<file path="config.mk">
export PLATFORM = sky130hd
export DESIGN_NAME = router_xbar_flat
export DESIGN_NICKNAME = d
export VERILOG_FILES = /design/src/rtl/router_pkg.sv /design/src/rtl/router_xbar_if.sv /design/src/rtl/router_rr_arb.sv /design/src/rtl/router_xbar.sv /design/src/flat_wrapper.sv
export SDC_FILE = /design/constraint.sdc
export NUM_CORES = 1
export LEC_CHECK = 0
export ABC_CLOCK_PERIOD_IN_PS = 3200
export CAP_MARGIN = 20
export CORE_AREA = 4 4 155 157
export DETAILED_ROUTE_END_ITERATION = 6
export DIE_AREA = 0 0 159 161
export GPL_ROUTABILITY_DRIVEN = 0
export HOLD_SLACK_MARGIN = 0.08
export RECOVER_POWER = 100
export SLEW_MARGIN = 5
export SYNTH_ARGS = -nofsm -noshare
export SYNTH_HDL_FRONTEND = slang
export SYNTH_HIERARCHICAL = 1
export SYNTH_SLANG_ARGS = --single-unit
</file>
<file path="constraint.sdc">
create_clock -name clk -period 3.2 [get_ports clk]
set_clock_uncertainty 0.15 [all_clocks]
set_input_delay 0.48 -clock clk [delete_from_list [all_inputs] [get_ports clk]]
set_output_delay 0.48 -clock clk [all_outputs]
set_load 0.005 [all_outputs]
</file>
<file path="src/rtl/router_pkg.sv">
// Shared state encodings, port-index constants and sizing helper for the router crossbar.
package router_pkg;

    // Outputs use IDLE/BUSY; inputs use IDLE (header expected), BUSY (routing) and DROP.
    typedef enum logic [1:0] {
        IDLE = 2'd0,
        BUSY = 2'd1,
        DROP = 2'd2
    } state_e;

    localparam int LOCAL = 0;
    localparam int LEFT  = 1;
    localparam int RIGHT = 2;

    function automatic int idx_w(input int n);
        return (n > 1) ? $clog2(n) : 1;
    endfunction

endpackage

</file>
<file path="src/rtl/router_xbar_if.sv">
// Stream bundle between the crossbar and its neighbours: ingress (s_*) and egress (m_*) per port.
interface router_xbar_if #(
    parameter int NPORTS = 3,
    parameter int DATA_W = 64
);
    logic [NPORTS*DATA_W-1:0] s_tdata;
    logic [NPORTS-1:0]        s_tvalid;
    logic [NPORTS-1:0]        s_tlast;
    logic [NPORTS-1:0]        s_tready;
    logic [NPORTS*DATA_W-1:0] m_tdata;
    logic [NPORTS-1:0]        m_tvalid;
    logic [NPORTS-1:0]        m_tlast;
    logic [NPORTS-1:0]        m_tready;

    // The crossbar itself.
    modport slave (
        input  s_tdata, s_tvalid, s_tlast, m_tready,
        output s_tready, m_tdata, m_tvalid, m_tlast
    );

    // Whatever drives ingress and consumes egress.
    modport master (
        output s_tdata, s_tvalid, s_tlast, m_tready,
        input  s_tready, m_tdata, m_tvalid, m_tlast
    );
endinterface

</file>
<file path="src/rtl/router_rr_arb.sv">
// Per-output round-robin arbiter: IDLE/BUSY FSM holding a one-hot grant until the packet's tlast is taken.
module router_rr_arb
    import router_pkg::*;
#(
    parameter int NPORTS = 3
) (
    input  logic              clk,
    input  logic              rst_n,
    input  logic [NPORTS-1:0] req,
    input  logic              rel,
    output logic [NPORTS-1:0] grant
);

    localparam int IDX_W = idx_w(NPORTS);

    state_e            state_q, state_d;
    logic [NPORTS-1:0] grant_q, grant_d;
    logic [NPORTS-1:0] pick;
    logic              found;
    logic [IDX_W-1:0]  ptr_q, ptr_d;

    // First pass covers [ptr, NPORTS), second pass wraps to [0, ptr).
    always_comb begin
        pick  = '0;
        found = 1'b0;
        for (int i = 0; i < NPORTS; i++) begin
            if (!found && req[i] && (i >= int'(ptr_q))) begin
                pick[i] = 1'b1;
                found   = 1'b1;
            end
        end
        for (int i = 0; i < NPORTS; i++) begin
            if (!found && req[i]) begin
                pick[i] = 1'b1;
                found   = 1'b1;
            end
        end
    end

    always_comb begin
        state_d = state_q;
        grant_d = grant_q;
        ptr_d   = ptr_q;
        case (state_q)
            IDLE: begin
                if (found) begin
                    grant_d = pick;
                    state_d = BUSY;
                end
            end
            BUSY: begin
                if (rel) begin
                    grant_d = '0;
                    state_d = IDLE;
                    for (int i = 0; i < NPORTS; i++) begin
                        if (grant_q[i]) begin
                            ptr_d = (i == NPORTS - 1) ? '0 : IDX_W'(i + 1);
                        end
                    end
                end
            end
            default: begin
                grant_d = '0;
                state_d = IDLE;
            end
        endcase
    end

    always_ff @(posedge clk or negedge rst_n) begin
        if (!rst_n) begin
            state_q <= IDLE;
            grant_q <= '0;
            ptr_q   <= '0;
        end else begin
            state_q <= state_d;
            grant_q <= grant_d;
            ptr_q   <= ptr_d;
        end
    end

    assign grant = grant_q;

endmodule

</file>
<file path="src/rtl/router_xbar.sv">
// NPORTS x NPORTS packet crossbar: header-routed, round-robin per output, whole-packet grants.
// Optional drop counter enabled by defining ROUTER_XBAR_DROP_CNT_EN.
module router_xbar
    import router_pkg::*;
#(
    parameter int NPORTS   = 3,
    parameter int DATA_W   = 64,
    parameter int DEST_LSB = 10,
    parameter int DEST_W   = 2
) (
    input logic          clk,
    input logic          rst_n,
    router_xbar_if.slave bus
`ifdef ROUTER_XBAR_DROP_CNT_EN
    ,
    output logic [15:0]  drop_cnt
`endif
);

    state_e                   in_state_q [NPORTS];
    state_e                   in_state_d [NPORTS];
    logic [DEST_W-1:0]        dest_q     [NPORTS];
    logic [DEST_W-1:0]        dest_d     [NPORTS];
    logic [DEST_W-1:0]        hdr_dest   [NPORTS];
    logic [DEST_W-1:0]        cur_dest   [NPORTS];
    logic [NPORTS-1:0]        req_to_out [NPORTS];
    logic [NPORTS-1:0]        grant      [NPORTS];
    logic [NPORTS-1:0]        hdr_ok;
    logic [NPORTS-1:0]        route_req;
    logic [NPORTS-1:0]        drop_now;
    logic [NPORTS-1:0]        last_acc;
    logic [NPORTS-1:0]        rel;
    logic [NPORTS-1:0]        m_tvalid_c;
    logic [NPORTS-1:0]        m_tlast_c;
    logic [NPORTS-1:0]        s_tready_c;
    logic [NPORTS*DATA_W-1:0] m_tdata_c;

    // Header decode: an input still expecting a header routes by the live beat, otherwise by its latched dest.
    always_comb begin
        for (int i = 0; i < NPORTS; i++) begin
            hdr_dest[i]  = bus.s_tdata[i*DATA_W + DEST_LSB +: DEST_W];
            hdr_ok[i]    = (32'(hdr_dest[i]) < NPORTS);
            cur_dest[i]  = (in_state_q[i] == IDLE) ? hdr_dest[i] : dest_q[i];
            route_req[i] = (in_state_q[i] == BUSY) ||
                           ((in_state_q[i] == IDLE) && bus.s_tvalid[i] && hdr_ok[i]);
            drop_now[i]  = rst_n && (in_state_q[i] == IDLE) && bus.s_tvalid[i] && !hdr_ok[i];
        end
        for (int o = 0; o < NPORTS; o++) begin
            req_to_out[o] = '0;
            for (int i = 0; i < NPORTS; i++) begin
                req_to_out[o][i] = route_req[i] && (32'(cur_dest[i]) == o);
            end
        end
    end

    for (genvar o = 0; o < NPORTS; o++) begin : g_out
        router_rr_arb #(
            .NPORTS (NPORTS)
        ) u_arb (
            .clk   (clk),
            .rst_n (rst_n),
            .req   (req_to_out[o]),
            .rel   (rel[o]),
            .grant (grant[o])
        );
    end

    // Data path is purely combinational from the registered grants.
    always_comb begin
        m_tdata_c  = '0;
        m_tvalid_c = '0;
        m_tlast_c  = '0;
        s_tready_c = '0;
        for (int o = 0; o < NPORTS; o++) begin
            for (int i = 0; i < NPORTS; i++) begin
                if (grant[o][i]) begin
                    m_tdata_c[o*DATA_W +: DATA_W] = bus.s_tdata[i*DATA_W +: DATA_W];
                    m_tvalid_c[o]                 = bus.s_tvalid[i];
                    m_tlast_c[o]                  = bus.s_tlast[i];
                    s_tready_c[i]                 = s_tready_c[i] | bus.m_tready[o];
                end
            end
        end
        for (int i = 0; i < NPORTS; i++) begin
            s_tready_c[i] = rst_n && (s_tready_c[i] || drop_now[i] || (in_state_q[i] == DROP));
        end
    end

    assign rel          = m_tvalid_c & bus.m_tready & m_tlast_c;
    assign last_acc     = bus.s_tvalid & s_tready_c & bus.s_tlast;
    assign bus.m_tdata  = m_tdata_c;
    assign bus.m_tvalid = m_tvalid_c;
    assign bus.m_tlast  = m_tlast_c;
    assign bus.s_tready = s_tready_c;

    // A dropped single-beat packet never leaves IDLE; longer ones sink the rest of the packet in DROP.
    always_comb begin
        for (int i = 0; i < NPORTS; i++) begin
            in_state_d[i] = in_state_q[i];
            dest_d[i]     = dest_q[i];
            case (in_state_q[i])
                IDLE: begin
                    if (bus.s_tvalid[i]) begin
                        if (hdr_ok[i]) begin
                            in_state_d[i] = BUSY;
                            dest_d[i]     = hdr_dest[i];
                        end else if (!bus.s_tlast[i]) begin
                            in_state_d[i] = DROP;
                        end
                    end
                end
                BUSY, DROP: begin
                    if (last_acc[i]) begin
                        in_state_d[i] = IDLE;
                    end
                end
                default: in_state_d[i] = IDLE;
            endcase
        end
    end

    always_ff @(posedge clk or negedge rst_n) begin
        if (!rst_n) begin
            in_state_q <= '{default: IDLE};
            dest_q     <= '{default: '0};
        end else begin
            in_state_q <= in_state_d;
            dest_q     <= dest_d;
        end
    end

`ifdef ROUTER_XBAR_DROP_CNT_EN
    logic [15:0] drop_cnt_q, drop_cnt_d;
    logic [16:0] drop_sum;

    always_comb begin
        drop_sum = {1'b0, drop_cnt_q};
        for (int i = 0; i < NPORTS; i++) begin
            drop_sum = drop_sum + 17'(drop_now[i]);
        end
        drop_cnt_d = drop_sum[16] ? 16'hFFFF : drop_sum[15:0];
    end

    always_ff @(posedge clk or negedge rst_n) begin
        if (!rst_n) begin
            drop_cnt_q <= '0;
        end else begin
            drop_cnt_q <= drop_cnt_d;
        end
    end

    assign drop_cnt = drop_cnt_q;
`endif

endmodule

</file>
<file path="src/flat_wrapper.sv">
// flat-port wrapper written by rule: the top's interface ports become plain ports
module router_xbar_flat import router_pkg::*;
#(
    parameter int NPORTS   = 3,
    parameter int DATA_W   = 64,
    parameter int DEST_LSB = 10,
    parameter int DEST_W   = 2
)
  (clk, rst_n, bus_s_tdata, bus_s_tvalid, bus_s_tlast, bus_m_tready, bus_s_tready, bus_m_tdata, bus_m_tvalid, bus_m_tlast);
  router_xbar_if #(.NPORTS(NPORTS), .DATA_W(DATA_W)) bus_i ();
  input logic clk;
  input logic rst_n;
  input wire logic [$bits(bus_i.s_tdata)-1:0] bus_s_tdata;
  input wire logic [$bits(bus_i.s_tvalid)-1:0] bus_s_tvalid;
  input wire logic [$bits(bus_i.s_tlast)-1:0] bus_s_tlast;
  input wire logic [$bits(bus_i.m_tready)-1:0] bus_m_tready;
  output wire logic [$bits(bus_i.s_tready)-1:0] bus_s_tready;
  output wire logic [$bits(bus_i.m_tdata)-1:0] bus_m_tdata;
  output wire logic [$bits(bus_i.m_tvalid)-1:0] bus_m_tvalid;
  output wire logic [$bits(bus_i.m_tlast)-1:0] bus_m_tlast;
  assign bus_i.s_tdata = bus_s_tdata;
  assign bus_i.s_tvalid = bus_s_tvalid;
  assign bus_i.s_tlast = bus_s_tlast;
  assign bus_i.m_tready = bus_m_tready;
  assign bus_s_tready = bus_i.s_tready;
  assign bus_m_tdata = bus_i.m_tdata;
  assign bus_m_tvalid = bus_i.m_tvalid;
  assign bus_m_tlast = bus_i.m_tlast;
  router_xbar #(.NPORTS(NPORTS), .DATA_W(DATA_W), .DEST_LSB(DEST_LSB), .DEST_W(DEST_W)) u_core (.clk(clk), .rst_n(rst_n), .bus(bus_i));
endmodule
</file>
==> impl_metrics.toml, run 1 <==
[worst_setup_path]
worstPathRequired_ps = 2570
end_kind = "output pin"
reg2reg_setup_slack_ps = 620
crit_arrival_ps = 2410
endpoint = "bus_m_tdata[103]"
worstSetupStartpointType = "flip-flop"
worst_r2r_path_depth = 7
critical_path_peak_fanout = 56
cp-startpoint = "u_core/g_out[1].u_arb/grant[2]"
startpoint_of_the_lowest_slack_register_to_register_path = "u_core/in_state_q[5]"
timing.setup.critical_path_class = "flip-flop to output pin"
worst_r2r_endpoint = "u_core/g_out[2].u_arb/grant[1]"

[die]
std_cell_rows = 55
start_util_pct = 28.7
core_area_sq_um = 22500
die_x_um = 159
floorplan.die.height_um = 161
design.portCount = 404
die_area_sq_um = 25600

[pwr]
share_seq_of_total_power_pct = 13.5
cellInternalPower_mw = 3.32
peakVddDrop_v = 0.000380
total_power_mw = 6.31
net-switching-power_mw = 2.99
power.clock.fraction_pct = 8.1
static-leakage-power_nw = 4.34
power_frac_comb_pct = 78.4
switching_share_pct = 47.4
p_per_area_nw_per_um2 = 586

[timing]
report.final.setup_viol = 0
hold-worst-slack_ps = 349
upper_clock_frequency_limit_mhz = 329
finalHoldViolCount = 0
max_slew_headroom_at_the_worst_pin_pct = 52.4
layout_min_cycle_time_ps = 3040
slew_viol_final = 0
setup_repair_after_global_routing_missed_its_margin = "no"
least_margin_pin_slew_ps = 714
worst_slack_ps = 159
finalCritPeriodShare_pct = 95.0
tns_ps = 0

[finish]
flow.area_growth_from_synthesis_pct = 66.7
final_cells = 1805
drive_gt1_share_pct = 3.50
final_design_area_no_fill_sq_um = 10800
utilization_pct = 47.8
filler_cell_count = 2400
design.final.nets = 1727

[clock_network]
clockBufferDepth = 2
tritoncts_num_sinks = 30
clock_latency_at_the_later_pin_of_the_worst_skew_pair_ps = 270
htree_levels = 2
postCtsSetupRepairBufs = 0
ctsResizeCount = 0
cts_tree = "done"
cts_inserted_buffers = 5
post_cts_hold_buffer_count = 0
ctsRootBufferMaster = "sky130_fd_sc_hd__clkbuf_16"
clk_transition_reported_paths_ps = 50

[logic_synthesis]
ys_seq_elements = 30
synth_edf_count = 0
syn_area_sq_um = 6450
synth_adder_area_share_pct = 1.75
synthMostInstantiatedCell = "sky130_fd_sc_hd__nand2_1"
synth.largest_area_cell = "sky130_fd_sc_hd__nand2_1"
synth_cell_type_count = 43
ys_async_sr_fraction_pct = 100
synth_seq_area_share_pct = 11.6
synth_simple_gate_area_share_pct = 34.4
synth_cells = 1183
mapped_avg_cell_area_sq_um = 5.45
synth_top_family_by_area = "compound AO/OA/AOI/OAI gates"
synthesized_area_fraction_occupied_by_xor_and_xnor_cells_pct = 0
netlist.area_leader.share_pct = 19.8
post_synth_main_area_contributors = "sky130_fd_sc_hd__nand2_1 (20%), sky130_fd_sc_hd__o21ai_0 (15%), sky130_fd_sc_hd__dfrtp_1 (12%)"
post_synth_mux_area_share_pct = 1.45
yosysWarningCount = 6
netlist_top_cells_count = "sky130_fd_sc_hd__nand2_1 (341), sky130_fd_sc_hd__o21ai_0 (198), sky130_fd_sc_hd__nor2_1 (156)"
synth_compound_area_share_pct = 40.9
synth.net_count = 1395
ys.flop_type = "sky130_fd_sc_hd__dfrtp_1"

[run_status]
outcome = "finished, final reports clean"

[global_route]
grt_start_max_net_pins = 66
antenna_violations_before_repair = 6
first_pass_grt_wire_length_um = 52300
via_count_of_the_first_global_routing_pass = 8440
global_route.usage.total_pct = 25.1
grt_overflow = 0

[placement]
hpwlAfterDp_um = 26700
placement.io_buffers = 403
placed_cell_area_sq_um = 10600
dp_worst_setup_slack_ps = 358
placed_cells = 1793

[route]
dr.first_iter.drc_count = 730
postRouteAntennaNets = 0
drc_errors = 0
drt_wl_total_um = 34900
firstDrtPassIters = 6
via_count_of_the_routed_design = 9374
vias_per_cell = 5.19
detail_route.wl_per_cell_um = 19.3

[worst_hold_path]
hold_path.class = "flip-flop to flip-flop"

[run]
timing.max_cap.violations = 0
-- flip-flops by register name, summed over array words and instances (netlist names) --
signal                      flops
u_core/g_out.u_arb/ptr_q        6
u_core/g_out.u_arb/grant        9
u_core/g_out.u_arb/state_q      3
u_core/dest_q                   6
u_core/in_state_q               6
-- layout by cell type (no fill, tap or decap), types with 9 or more instances in the layout --
master	count
sky130_fd_sc_hd__nand2_1	341
sky130_fd_sc_hd__clkdlybuf4s50_1	223
sky130_fd_sc_hd__o21ai_0	200
sky130_fd_sc_hd__dlygate4sd3_1	180
sky130_fd_sc_hd__nor2_1	156
sky130_fd_sc_hd__a21oi_1	141
sky130_fd_sc_hd__a22oi_1	71
sky130_fd_sc_hd__dfrtp_1	23
sky130_fd_sc_hd__buf_4	19
sky130_fd_sc_hd__inv_1	15
sky130_fd_sc_hd__nand2b_1	11
sky130_fd_sc_hd__a31oi_1	10
sky130_fd_sc_hd__ha_1	9
-- final cells by class --
| class | count | area (sq um) | share of cell area, % |
|---|---|---|---|
| clock buffer | 8 | 166 | 1.55 |
| sequential | 30 | 772 | 7.18 |
| antenna | 4 | 10.0 | 0.0931 |
| inverter | 15 | 56.3 | 0.523 |
| timing repair buffer | 434 | 4360 | 40.5 |
| multi-input combinational | 1029 | 5040 | 46.8 |
| tap | 285 | 357 | 3.32 |
-- kinds of logic (layout without fill, tap and decap cells) --
family	Yosys count	in the layout
and+or+nand+nor	550	550
AOI/OAI and AO/OA	461	461
buffers and inverters	124	457
DFF	30	30
adders and majority gates	9	9
muxes	9	9
other	0	4
-- metal layers --
metal | routed length [um] | track usage [%]
met1 | 14500 | 32.2
met5 | 33 | 0
met4 | 799 | 6.31
met2 | 17100 | 43.9
met3 | 2440 | 4.31
-- power groups by stage --
stage,Sequential (mW),Clock (mW),Combinational [mW]
4_1_cts,0.860,0.519,5.32
5_1_grt,0.894,0.532,5.37
2_1_floorplan,0.649,0,2.57
3_3_place_gp,0.863,0,5.29
6_report,0.852,0.510,4.95
3_5_place_dp,0.862,0,5.30
-- worst min path at each step --
stage	from	end	cells after the start
2_1_floorplan	rst_n	u_core/dest_q[0]	0
3_3_place_gp	u_core/dest_q[4]	u_core/dest_q[4]	2
3_5_place_dp	u_core/dest_q[5]	u_core/dest_q[5]	2
4_1_cts	u_core/dest_q[5]	u_core/dest_q[5]	2
5_1_grt	u_core/dest_q[5]	u_core/dest_q[5]	2
6_report	u_core/dest_q[5]	u_core/dest_q[5]	2
-- worst max-delay path, cell delays in order, from the launching register on --
cell and delay [ps]:
sky130_fd_sc_hd__dfrtp_4 770, sky130_fd_sc_hd__clkbuf_2 510, sky130_fd_sc_hd__nand2_1 90, sky130_fd_sc_hd__o21ai_0 90, sky130_fd_sc_hd__dlygate4sd3_1 620
Power figures use the tool's default switching activity.
==> run 2: changes to the inputs <==
CELL_PAD_IN_SITES_DETAIL_PLACEMENT = 1   (was default)
CELL_PAD_IN_SITES_GLOBAL_PLACEMENT = 1   (was default)
CORE_AREA = default   (was 4 4 155 157)
CORE_MARGIN = 4   (was default)
CORE_UTILIZATION = 24   (was default)
DIE_AREA = default   (was 0 0 159 161)
PLACE_DENSITY_LB_ADDON = 0.1   (was default)
==> impl_metrics.toml, run 2 (synthesized netlist as in run 1, its figures left out) <==
[finish]
flow.area_growth_from_synthesis_pct = 67.9
filler_cell_count = 3455
design.final.nets = 1730
layout.cells.most_common = "sky130_fd_sc_hd__nand2_1"
final_design_area_no_fill_sq_um = 10800
largest_reg_flops = 9
layout.cells.most_common_list = "sky130_fd_sc_hd__nand2_1 (341), sky130_fd_sc_hd__clkdlybuf4s50_1 (237), sky130_fd_sc_hd__o21ai_0 (202)"
drive_gt1_share_pct = 3.62

[run_status]
outcome = "finished, final reports clean"

[pwr]
power.clock.fraction_pct = 7.4
net-switching-power_mw = 3.09
power_frac_comb_pct = 80.1
static-leakage-power_nw = 4.31
switching_share_pct = 48.2
peakVddDrop_v = 0.000288
p_per_area_nw_per_um2 = 591
share_seq_of_total_power_pct = 12.4
cellInternalPower_mw = 3.32

[timing]
finalHoldViolCount = 0
tns_ps = 0
least_margin_pin_slew_ps = 810
upper_clock_frequency_limit_mhz = 328
max_slew_headroom_at_the_worst_pin_pct = 46.0
slew_viol_final = 0
finalCritPeriodShare_pct = 95.2
report.final.setup_viol = 0
layout_min_cycle_time_ps = 3050
setup_repair_after_global_routing_missed_its_margin = "no"

[global_route]
antenna_violations_before_repair = 6
grt_start_max_net_pins = 78
via_count_of_the_first_global_routing_pass = 9589
grt_overflow = 0
global_route.usage.total_pct = 24.1
first_pass_grt_wire_length_um = 56900

[worst_setup_path]
end_kind = "output pin"
critical-path-slowest-cell = "sky130_fd_sc_hd__dfrtp_4"
critPathMaxStageDelay_ps = 600
crit_arrival_ps = 2420
critical_path_peak_fanout = 24
worstPathCellList = "nor2b_1 -> buf_4 -> a22oi_1 -> o21ai_0 -> clkdlybuf4s50_1"
worstSetupStartpointType = "flip-flop"
worstPathRequired_ps = 2570
timing.setup.critical_path_class = "flip-flop to output pin"

[clock_network]
postCtsSetupRepairBufs = 0
ctsResizeCount = 0
clock_latency_at_the_later_pin_of_the_worst_skew_pair_ps = 270
tritoncts_num_sinks = 30
clockBufferDepth = 2
cts_tree = "done"
cts_inserted_buffers = 5
post_cts_hold_buffer_count = 0
clk_transition_reported_paths_ps = 50
htree_levels = 2
ctsRootBufferMaster = "sky130_fd_sc_hd__clkbuf_16"

[die]
std_cell_rows = 59
design.portCount = 404
die_area_sq_um = 29600
start_util_pct = 24.6
core_area_sq_um = 26300
floorplan.die.height_um = 172
die_x_um = 172

[route]
dr.first_iter.drc_count = 458
drt_wl_total_um = 38100
detail_route.wl_per_cell_um = 20.5
vias_per_cell = 5.18
via_count_of_the_routed_design = 9621
drc_errors = 0
postRouteAntennaNets = 0
firstDrtPassIters = 5

[placement]
hpwlAfterDp_um = 29300
placement.io_buffers = 403
placed_cell_area_sq_um = 10700

[worst_hold_path]
hold_path.class = "flip-flop to flip-flop"

[run]
timing.max_cap.violations = 0
==> run 2: changes by cell type in the layout (fill, tap and decap cells not counted), sizes merged <==
| cell | change |
|---|---|
| buf | -1 |
| clkbuf | +3 |
| clkdlybuf4s50 | +14 |
| clkinv | +1 |
| diode | +1 |
| dlygate4sd3 | -14 |
==> run 2: per-layer routing <==
layer | vias up | routed length, um | track usage, %
met4 | 4 | 617 | 5.19
met5 | - | 27 | 0
met3 | 30 | 2450 | 4.85
met1 | 4581 | 16000 | 29.9
li1 | 4750 | - | -
met2 | 256 | 18900 | 43.2
==> run 2: power by group through the flow <==
stage / sequential [mW] / combinational (mW) / clock, mW
6_report: 0.795 / 5.13 / 0.477
5_1_grt: 0.831 / 5.65 / 0.503
4_1_cts: 0.807 / 5.54 / 0.490
3_5_place_dp: 0.811 / 5.52 / 0
3_3_place_gp: 0.798 / 5.48 / 0
2_1_floorplan: 0.649 / 2.57 / 0
==> run 2: worst paths after layout <==
check                                                from                             end  slack (ps)  cells after the start
hold / removal                           u_core/dest_q[4]                u_core/dest_q[4]         340                      2
max in group asynchronous                           rst_n  u_core/g_out[2].u_arb/grant[1]        1950                      2
setup / recovery           u_core/g_out[1].u_arb/grant[1]                 bus_m_tvalid[1]         150                      5
min in group asynchronous                           rst_n            u_core/in_state_q[3]         580                      2
setup reg to reg                     u_core/in_state_q[1]  u_core/g_out[2].u_arb/grant[1]         580                      9
hold reg to reg                          u_core/dest_q[4]                u_core/dest_q[4]         340                      2
==> run 2: stage by stage <==
step	util [%]	hold slack, ps	std cells	power [mW]	worst slack (ps)
after floorplan	-	34.4	1183	3.22	922
after global placement	40.9	330	1846	6.27	263
after detailed placement	40.9	337	1846	6.34	263
after CTS	41.4	349	1854	6.84	146
after global routing	41.2	382	1858	6.99	17.5
final	41.2	341	1859	6.41	153
==> run 2: critical path: cells and delay by family (launching register included) <==
| kind | cells | cell delay, ps |
|---|---|---|
| AOI/OAI and AO/OA | 2 | 470 |
| buffers and inverters | 2 | 780 |
| DFF | 1 | 600 |
| and+or+nand+nor | 1 | 300 |
==> run 2: final cells by class <==
cell class	count	area [sq um]	area share [%]
Sequential cell	30	771	7.12
Tap cell	335	419	3.87
Multi-Input combinational cell	1029	5030	46.4
Antenna cell	5	12.5	0.116
Inverter	15	56.3	0.520
Timing Repair Buffer	437	4390	40.6
Clock inverter	1	5.00	0.0462
Clock buffer	7	143	1.32
==> run 3: changes to the inputs <==
TNS_END_PERCENT = 1   (was default)
==> results of run 3 <==
Same layout as run 2: the final DEF is identical, and so are final timing and power.
